## src/rtl/led_scan_if.sv

```systemverilog
// Host-side bundle for the scan controller: display value and controls in,
// decoder nibble and anode selects out.
interface led_scan_if #(
    parameter int NUM_DIGITS = 8
);
    logic [4*NUM_DIGITS-1:0] value_in;
    logic                    load;
    logic [NUM_DIGITS-1:0]   digit_en;
    logic                    blank_lz;
    logic [3:0]              nibble_out;
    logic [NUM_DIGITS-1:0]   an_n;
    logic                    frame_start;

    modport master (
        output value_in, load, digit_en, blank_lz,
        input  nibble_out, an_n, frame_start
    );

    modport slave (
        input  value_in, load, digit_en, blank_lz,
        output nibble_out, an_n, frame_start
    );
endinterface

```

## src/rtl/led_scan.sv

```systemverilog
// Multiplexed seven-segment scan controller with dead-time between digits,
// frame-synchronous value update and leading-zero blanking.
module led_scan #(
    parameter int NUM_DIGITS = 8,
    parameter int SCAN_DIV   = 50000,
    parameter int DEAD_CYC   = 4
) (
    input  logic        clk,
    input  logic        rst_n,
    led_scan_if.slave   bus
);
    localparam int CW = $clog2(SCAN_DIV);
    localparam int IW = $clog2(NUM_DIGITS);

    // cnt/idx name the slot position that the next edge enters, so every
    // registered output is computed for the cycle it will be visible in.
    logic [CW-1:0]           cnt;
    logic [IW-1:0]           idx;
    logic                    first;
    logic [4*NUM_DIGITS-1:0] pending;
    logic                    pending_valid;
    logic [4*NUM_DIGITS-1:0] shadow;
    logic [4*NUM_DIGITS-1:0] shadow_nx;
    logic                    wrap;
    logic                    blanked;
    logic                    lit;
    logic [3:0]              nib_nx;

    always_comb begin
        // cycle 0 after reset also enters idx 0 / cnt 0, but is not a wrap
        wrap      = (cnt == '0) && (idx == '0) && !first;
        shadow_nx = shadow;
        if (wrap) begin
            if (bus.load)
                shadow_nx = bus.value_in;
            else if (pending_valid)
                shadow_nx = pending;
        end
        nib_nx  = 4'(shadow_nx >> {idx, 2'b00});
        blanked = bus.blank_lz && (idx != '0) && ((shadow_nx >> {idx, 2'b00}) == '0);
        lit     = (cnt >= CW'(DEAD_CYC)) && bus.digit_en[idx] && !blanked;
    end

    always_ff @(posedge clk or negedge rst_n) begin
        if (!rst_n) begin
            cnt             <= '0;
            idx             <= '0;
            first           <= 1'b1;
            pending         <= '0;
            pending_valid   <= 1'b0;
            shadow          <= '0;
            bus.nibble_out  <= 4'd0;
            bus.an_n        <= '1;
            bus.frame_start <= 1'b0;
        end else begin
            first <= 1'b0;
            if (cnt == CW'(SCAN_DIV-1)) begin
                cnt <= '0;
                idx <= (idx == IW'(NUM_DIGITS-1)) ? '0 : idx + 1'b1;
            end else begin
                cnt <= cnt + 1'b1;
            end

            // a load on the wrap edge bypasses pending and drops any older value
            shadow <= shadow_nx;
            if (wrap) begin
                pending_valid <= 1'b0;
            end else if (bus.load) begin
                pending       <= bus.value_in;
                pending_valid <= 1'b1;
            end

            if (cnt == '0)
                bus.nibble_out <= nib_nx;
            bus.an_n        <= lit ? ~(NUM_DIGITS'(1) << idx) : '1;
            bus.frame_start <= wrap;
        end
    end
endmodule

```

## src/flat_wrapper.sv

```systemverilog
// flat-port wrapper written by rule: the top's interface ports become plain ports
module led_scan_flat 
#(
    parameter int NUM_DIGITS = 8,
    parameter int SCAN_DIV   = 50000,
    parameter int DEAD_CYC   = 4
)
  (clk, rst_n, bus_value_in, bus_load, bus_digit_en, bus_blank_lz, bus_nibble_out, bus_an_n, bus_frame_start);
  led_scan_if #(.NUM_DIGITS(NUM_DIGITS)) bus_i ();
  input  logic clk;
  input  logic rst_n;
  input wire logic [$bits(bus_i.value_in)-1:0] bus_value_in;
  input wire logic [$bits(bus_i.load)-1:0] bus_load;
  input wire logic [$bits(bus_i.digit_en)-1:0] bus_digit_en;
  input wire logic [$bits(bus_i.blank_lz)-1:0] bus_blank_lz;
  output wire logic [$bits(bus_i.nibble_out)-1:0] bus_nibble_out;
  output wire logic [$bits(bus_i.an_n)-1:0] bus_an_n;
  output wire logic [$bits(bus_i.frame_start)-1:0] bus_frame_start;
  assign bus_i.value_in = bus_value_in;
  assign bus_i.load = bus_load;
  assign bus_i.digit_en = bus_digit_en;
  assign bus_i.blank_lz = bus_blank_lz;
  assign bus_nibble_out = bus_i.nibble_out;
  assign bus_an_n = bus_i.an_n;
  assign bus_frame_start = bus_i.frame_start;
  led_scan #(.NUM_DIGITS(NUM_DIGITS), .SCAN_DIV(SCAN_DIV), .DEAD_CYC(DEAD_CYC)) u_core (.clk(clk), .rst_n(rst_n), .bus(bus_i));
endmodule
```

## config.mk

```make
export PLATFORM = sky130hd
export DESIGN_NAME = led_scan_flat
export DESIGN_NICKNAME = d
export VERILOG_FILES = /design/src/rtl/led_scan_if.sv /design/src/rtl/led_scan.sv /design/src/flat_wrapper.sv
export SDC_FILE = /design/constraint.sdc
export NUM_CORES = 1
export LEC_CHECK = 0
export BUFFER_PORTS_ARGS = -buffer_cell sky130_fd_sc_hd__clkbuf_2
export CORE_MARGIN = 2
export CORE_UTILIZATION = 50
export DETAILED_ROUTE_END_ITERATION = 10
export GPL_TIMING_DRIVEN = 0
export HOLD_SLACK_MARGIN = 0.15
export PLACE_DENSITY = 0.68
export SYNTH_ARGS = -nofsm -noshare
export SYNTH_HDL_FRONTEND = slang
export SYNTH_SLANG_ARGS = --single-unit
```

## constraint.sdc

```tcl
create_clock -name clk -period 4.47 [get_ports clk]
set_input_delay 0.894 -clock clk [delete_from_list [all_inputs] [get_ports clk]]
set_output_delay 0.894 -clock clk [all_outputs]
set_load 0.01 [all_outputs]
```

Word level (Yosys, flattened, before mapping):

Index checks and enable logic that the tools add are counted.

* bitwise operators: 2
* multiplexer cells: 10
* reductions and logical operators: 14
* add/sub/neg operators: 2
* shift operators: 2
* $lt $le $gt $ge: 2
* eq/ne operators: 2

Operator list (count)
* $mux 32: 3
* $logic_not 32->1: 1
* $shr 32x5->32: 1
* $add 16x1->16 const B: 1
* $eq 16x16->1 const B: 1
* $ge 16x3->1 const B: 1
* $logic_not 16->1: 1
* $mux 16: 1
* $mux 8: 1
* $not 8->8: 1
* $shl 1x3->8 const A: 1
* $logic_and 1x1->1: 6
* $lt 3x4->1 const B: 1
* $add 3x1->3 const B: 1
* $bmux 1 s3: 1
* $eq 3x3->1 const B: 1
* $logic_not 3->1: 1
* $mux 1: 3
* $mux 3: 1
* $reduce_bool 3->1: 1
* $logic_not 1->1: 2
* $reduce_and 2->1: 1
* $reduce_bool 2->1: 1
* $not 1->1: 1

* logic and storage cells: 43
* register bits after elaboration: 98
* input bits: 44
* output and inout port bits: 13

Depth between registers and ports, before layout:

* depth in word-level cells: 10
* mapped depth: 16
* gate-level depth less buffers: 12

Worst setup path before layout:

Ideal clock, no wire load.

* path type: reg2reg
* start point: register u_core.idx[1]
* end point: register u_core.bus.an_n[3]
* buffers on the path: 5
* arrival: 3.481 ns
* data required time: 4.389 ns
* cell stages (with the launch flop): 16
* period minus slack after synthesis: 3.562 ns
* setup time: 0.081 ns
* setup slack: 0.908 ns
* cells stage by stage: dfrtp_1 > inv_1 > clkbuf_1 > clkbuf_1 > ha_1 > nor4bb_1 > buf_2 > nand2_4 > buf_6 > buf_6 > a2111o_1 > a2111oi_1 > o221ai_1 > nor2_1 > nand4_1 > a32oi_1

* cells in the longest elaborated chain, start to end: 10
* elaborated cells between the ends (all ways): 17
* those cells by class: shift (2); mux (4); bitwise (1); reduce/logical (10)

RTL lines
* start, declared: line led_scan.sv:18 `logic [IW-1:0] idx;`
* start signal, assigned: line led_scan.sv:59 `idx <= (idx == IW'(NUM_DIGITS-1)) ? '0 : idx + 1'b1;`
* $logic_not 3->1: line led_scan.sv:31 `wrap = (cnt == '0) && (idx == '0) && !first;`
* $logic_and 1x1->1 (2 in series): line led_scan.sv:31
* $mux 32: line led_scan.sv:33 `if (wrap) begin`
* $shr 32x5->32
* $logic_not 32->1: line led_scan.sv:40 `blanked = bus.blank_lz && (idx != '0) && ((shadow_nx >> {idx, 2'b00}) == '0);`
* $logic_and 1x1->1: line led_scan.sv:40
* $logic_not 1->1: line led_scan.sv:41 `lit = (cnt >= CW'(DEAD_CYC)) && bus.digit_en[idx] && !blanked;`
* $logic_and 1x1->1: line led_scan.sv:41
* $mux 8 *: line led_scan.sv:75 `bus.an_n <= lit ? ~(NUM_DIGITS'(1) << idx) : '1;`
* end signal, assigned: line led_scan.sv:75
* end, declared: line led_scan_if.sv:21 `output nibble_out, an_n, frame_start`

Every way passes the cells marked *; elsewhere a longest branch is shown, timed or not. The select of a mux whose other input is x is not followed.
A chain may end at the register's enable or synchronous reset.

Worst setup path after layout:

* start point: register u_core.idx[0]
* end point: register u_core.bus.an_n[3]

* cells in the longest elaborated chain, start to end: 10
* elaborated cells between the ends (all ways): 17
* those cells by class: shift (2); mux (4); bitwise (1); reduce/logical (10)

RTL lines
* $logic_not 3->1: line led_scan.sv:31
* $logic_and 1x1->1 (2 in series): line led_scan.sv:31
* $mux 32: line led_scan.sv:33
* named net u_core.shadow_nx[11]: line led_scan.sv:23 `logic [4*NUM_DIGITS-1:0] shadow_nx;`
* $shr 32x5->32
* $logic_not 32->1: line led_scan.sv:40
* $logic_and 1x1->1: line led_scan.sv:40
* $logic_not 1->1: line led_scan.sv:41
* $logic_and 1x1->1: line led_scan.sv:41
* $mux 8: line led_scan.sv:75

The timed path passes the listed nets, and every way through them passes these cells. The select of a mux whose other input is x is not followed.

==> flow_summary.toml <==
[run_status]
run_status = "completed"

[power]
p_switching_w = 0.0005311
power_frac_seq_pct = 50.5
power.share.clock_pct = 36.8
p_leak_nw = 2.796
p_int_w = 0.001436
power_frac_comb_pct = 12.7
power_density_nw_per_um2 = 301.7
ir_drop_v = 0.0002256
p_sw_share_pct = 27.00

[sta]
layout_min_cycle_time_ps = 4275
setup_viol = 0
finClkSkew_ps = 4.995
hold_violations = 0
worst_slew_pin_slew_ps = 826.3
max_slew_margin_pct = 44.91
layout_setup_ws_ps = 195.2
fin_crit_sh_pct = 95.63
max_freq_ghz = 0.2339
drv_slew = 0

[floorplan]
row_count = 39
start_util_pct = 50.62
num_io_pins = 57
chipHeight_um = 110.8
die-area_um2 = 12280
core_um2 = 11270
die_x_um = 110.8

[logic_synthesis]
syn_nets = 627
avgSynthCellArea_um2 = 9.923
synth-seq-cells = 98
syn-cell-area_um2 = 5705
synth_cell_type_count = 73
netlist_instances = 575
ys.flop_type = "dfrtp_1"
async_flop_share_pct = 100.0
synth_edf_count = 0
yosysSeqAreaShare_pct = 43.18
yosysWarnings = 0

[route]
num_vias = 5241
drt_iter0_markers = 557
wl_per_cell_um = 23.67
drc = 0
viasPerCell = 6.634
postRouteAntennaNets = 0
dr.pass1.iters = 5
routed_wl_um = 18700

[finish]
final_cell_mix = "dfrtp_1, clkbuf_2, nand2_1, o21ai_0, mux2_2"
post_layout_nonfiller_instances = 790
design_area_um2 = 6520
layout.nets = 694
drive_gt1_share_pct = 24.88
syn2layout_area_growth_pct = 14.28
final_common_cell = "dfrtp_1"
diodes = 0

[setup_path]
crit_path_start = "u_core.idx[0]"
cp.arrival_ps = 4540
crit_type = "reg2reg"
rr_startpoint = "u_core.idx[0]"
crit_fanout = 11
cp-start-kind = "flip-flop"
crit_required_ps = 4730
crit_path_end_kind = "flip-flop"

[global_routing]
grt_max_degree = 65
grt_pass1_wl_um = 29190
grt_pass1_vias = 5150
antenna_found_initial = 0
grt_overflow = 0
track_usage_pct = 31.25

[placed_design]
place_ws_ps = -536.0
place_inst = 775
place.gp.congestion = 0.9942
hpwl_um = 13690
placed_area_um2 = 6195
portBuffers = 56

[clock_tree]
postCtsSetupBuffers = 0
clk_latency_ps = 350
cts_sinks = 98
clk_pin_slew_worst_paths_ps = 70
cts_hold_buf = 0
clock_path_buffers = 2
cts-root-buf = "clkbuf_16"
cts_buffers = 9
cts_tree = "done"
cts_max_level = 3

[min_path]
worstHoldPathType = "reg2reg"
hold_path.startpoint = "u_core.cnt[0]"

[run]
max-cap-violations = 0
synth_stat cells, types with 8 or more instances:
master / count / area, um2
a211oi_1: 8 / 60.06
a21oi_1: 16 / 80.08
a221o_1: 13 / 130.1
and3_1: 16 / 100.1
buf_2: 10 / 50.05
clkbuf_1: 25 / 93.84
dfrtp_1: 89 / 2227
dfstp_2: 9 / 236.5
ha_1: 8 / 100.1
inv_1: 12 / 45.04
mux2_2: 38 / 427.9
mux2i_1: 18 / 180.2
nand2_1: 44 / 165.2
nand3_1: 36 / 180.2
nand4_1: 11 / 68.82
nor2_1: 33 / 123.9
nor2b_1: 8 / 50.05
nor3_1: 12 / 60.06
nor4_1: 8 / 50.05
o21ai_0: 43 / 215.2
o31ai_1: 8 / 60.06
xor2_1: 8 / 70.07
worst max-delay path, cell delays in order (launching register included):
cell	delay [ps]
dfrtp_1	410
clkbuf_2	240
inv_1	220
buf_2	290
ha_2	310
nor4bb_1	250
clkbuf_4	290
nand2_4	100
buf_6	160
a221o_1	440
o311ai_1	480
nor3_1	130
nor4_2	280
nand4_1	270
a32oi_1	310
logic make-up (layout without fill, tap and decap cells):
kind of cell | Yosys count | after routing | share of synthesized area, %
simple gates | 190 | 190 | 17.68
compound gates | 146 | 146 | 18.27
flops | 98 | 98 | 43.18
mux | 61 | 61 | 12.63
buf+inv | 58 | 130 | 4.430
xor+xnor | 13 | 13 | 1.996
fa+ha+maj | 8 | 8 | 1.754
other cells | 1 | 1 | 0.06573
per-layer routing:
metal	wire length [um]	global-route usage [%]
met1	8123	44.26
met2	8269	46.54
met3	1625	6.998
met4	680	13.08
met5	0	0
per-stage QoR:
stage	setup TNS, ps	total power [W]	hold slack [ps]	util (%)
global placement	-8188	0.001240	475.2	54.69
floorplan	0	0.001141	447.3	-
global route	-12.24	0.002042	522.7	57.84
CTS	0	0.001971	488.0	57.49
detailed placement	-8285	0.001251	481.7	54.96
finish	0	0.001967	481.9	57.84
path summary, 6_finish.rpt:
check	depth (start not counted)	slack, ps	endpoint
setup / recovery	14	200	u_core.bus.an_n[3]
hold / removal	1	480	u_core.cnt[0]
setup reg to reg	14	200	u_core.bus.an_n[3]
hold reg to reg	1	480	u_core.cnt[0]
max in group asynchronous	2	3240	u_core.cnt[9]
min in group asynchronous	1	530	u_core.pending[18]
timing repair:
item | in CTS | in global routing
gates resized for setup | 8 | 22
endpoints found under the setup margin | 39 | 17
pin swaps | 0 | 1
area by class of cell:
class,instances,area [um2]
plain buffers,42,215.2
clock inverters,6,43.79
fillers,1013,4752
inverters,15,57.56
flip-flops and latches,98,2464
well taps,143,178.9
multi-input cells,419,3022
clock buffers,10,229.0
repair buffers,57,310.3
flip-flops by register name, indices dropped and copies added, names as in the netlist:
name and count:
u_core.cnt 16, u_core.pending_valid 1, u_core.bus.nibble_out 4, u_core.idx 3
u_core.first 1, u_core.shadow 32, u_core.bus.frame_start 1, u_core.bus.an_n 8
u_core.pending 32
power by group through the flow:
stage	registers, W	clock network (W)	logic (W)
2_1_floorplan	0.000995	0	0.000146
3_3_place_gp	0.00100	0	0.000236
3_5_place_dp	0.00101	0	0.000244
4_1_cts	0.000991	0.000734	0.000245
5_1_grt	0.000999	0.000774	0.000269
6_report	0.000994	0.000723	0.000250
Power figures use the tool's default switching activity.
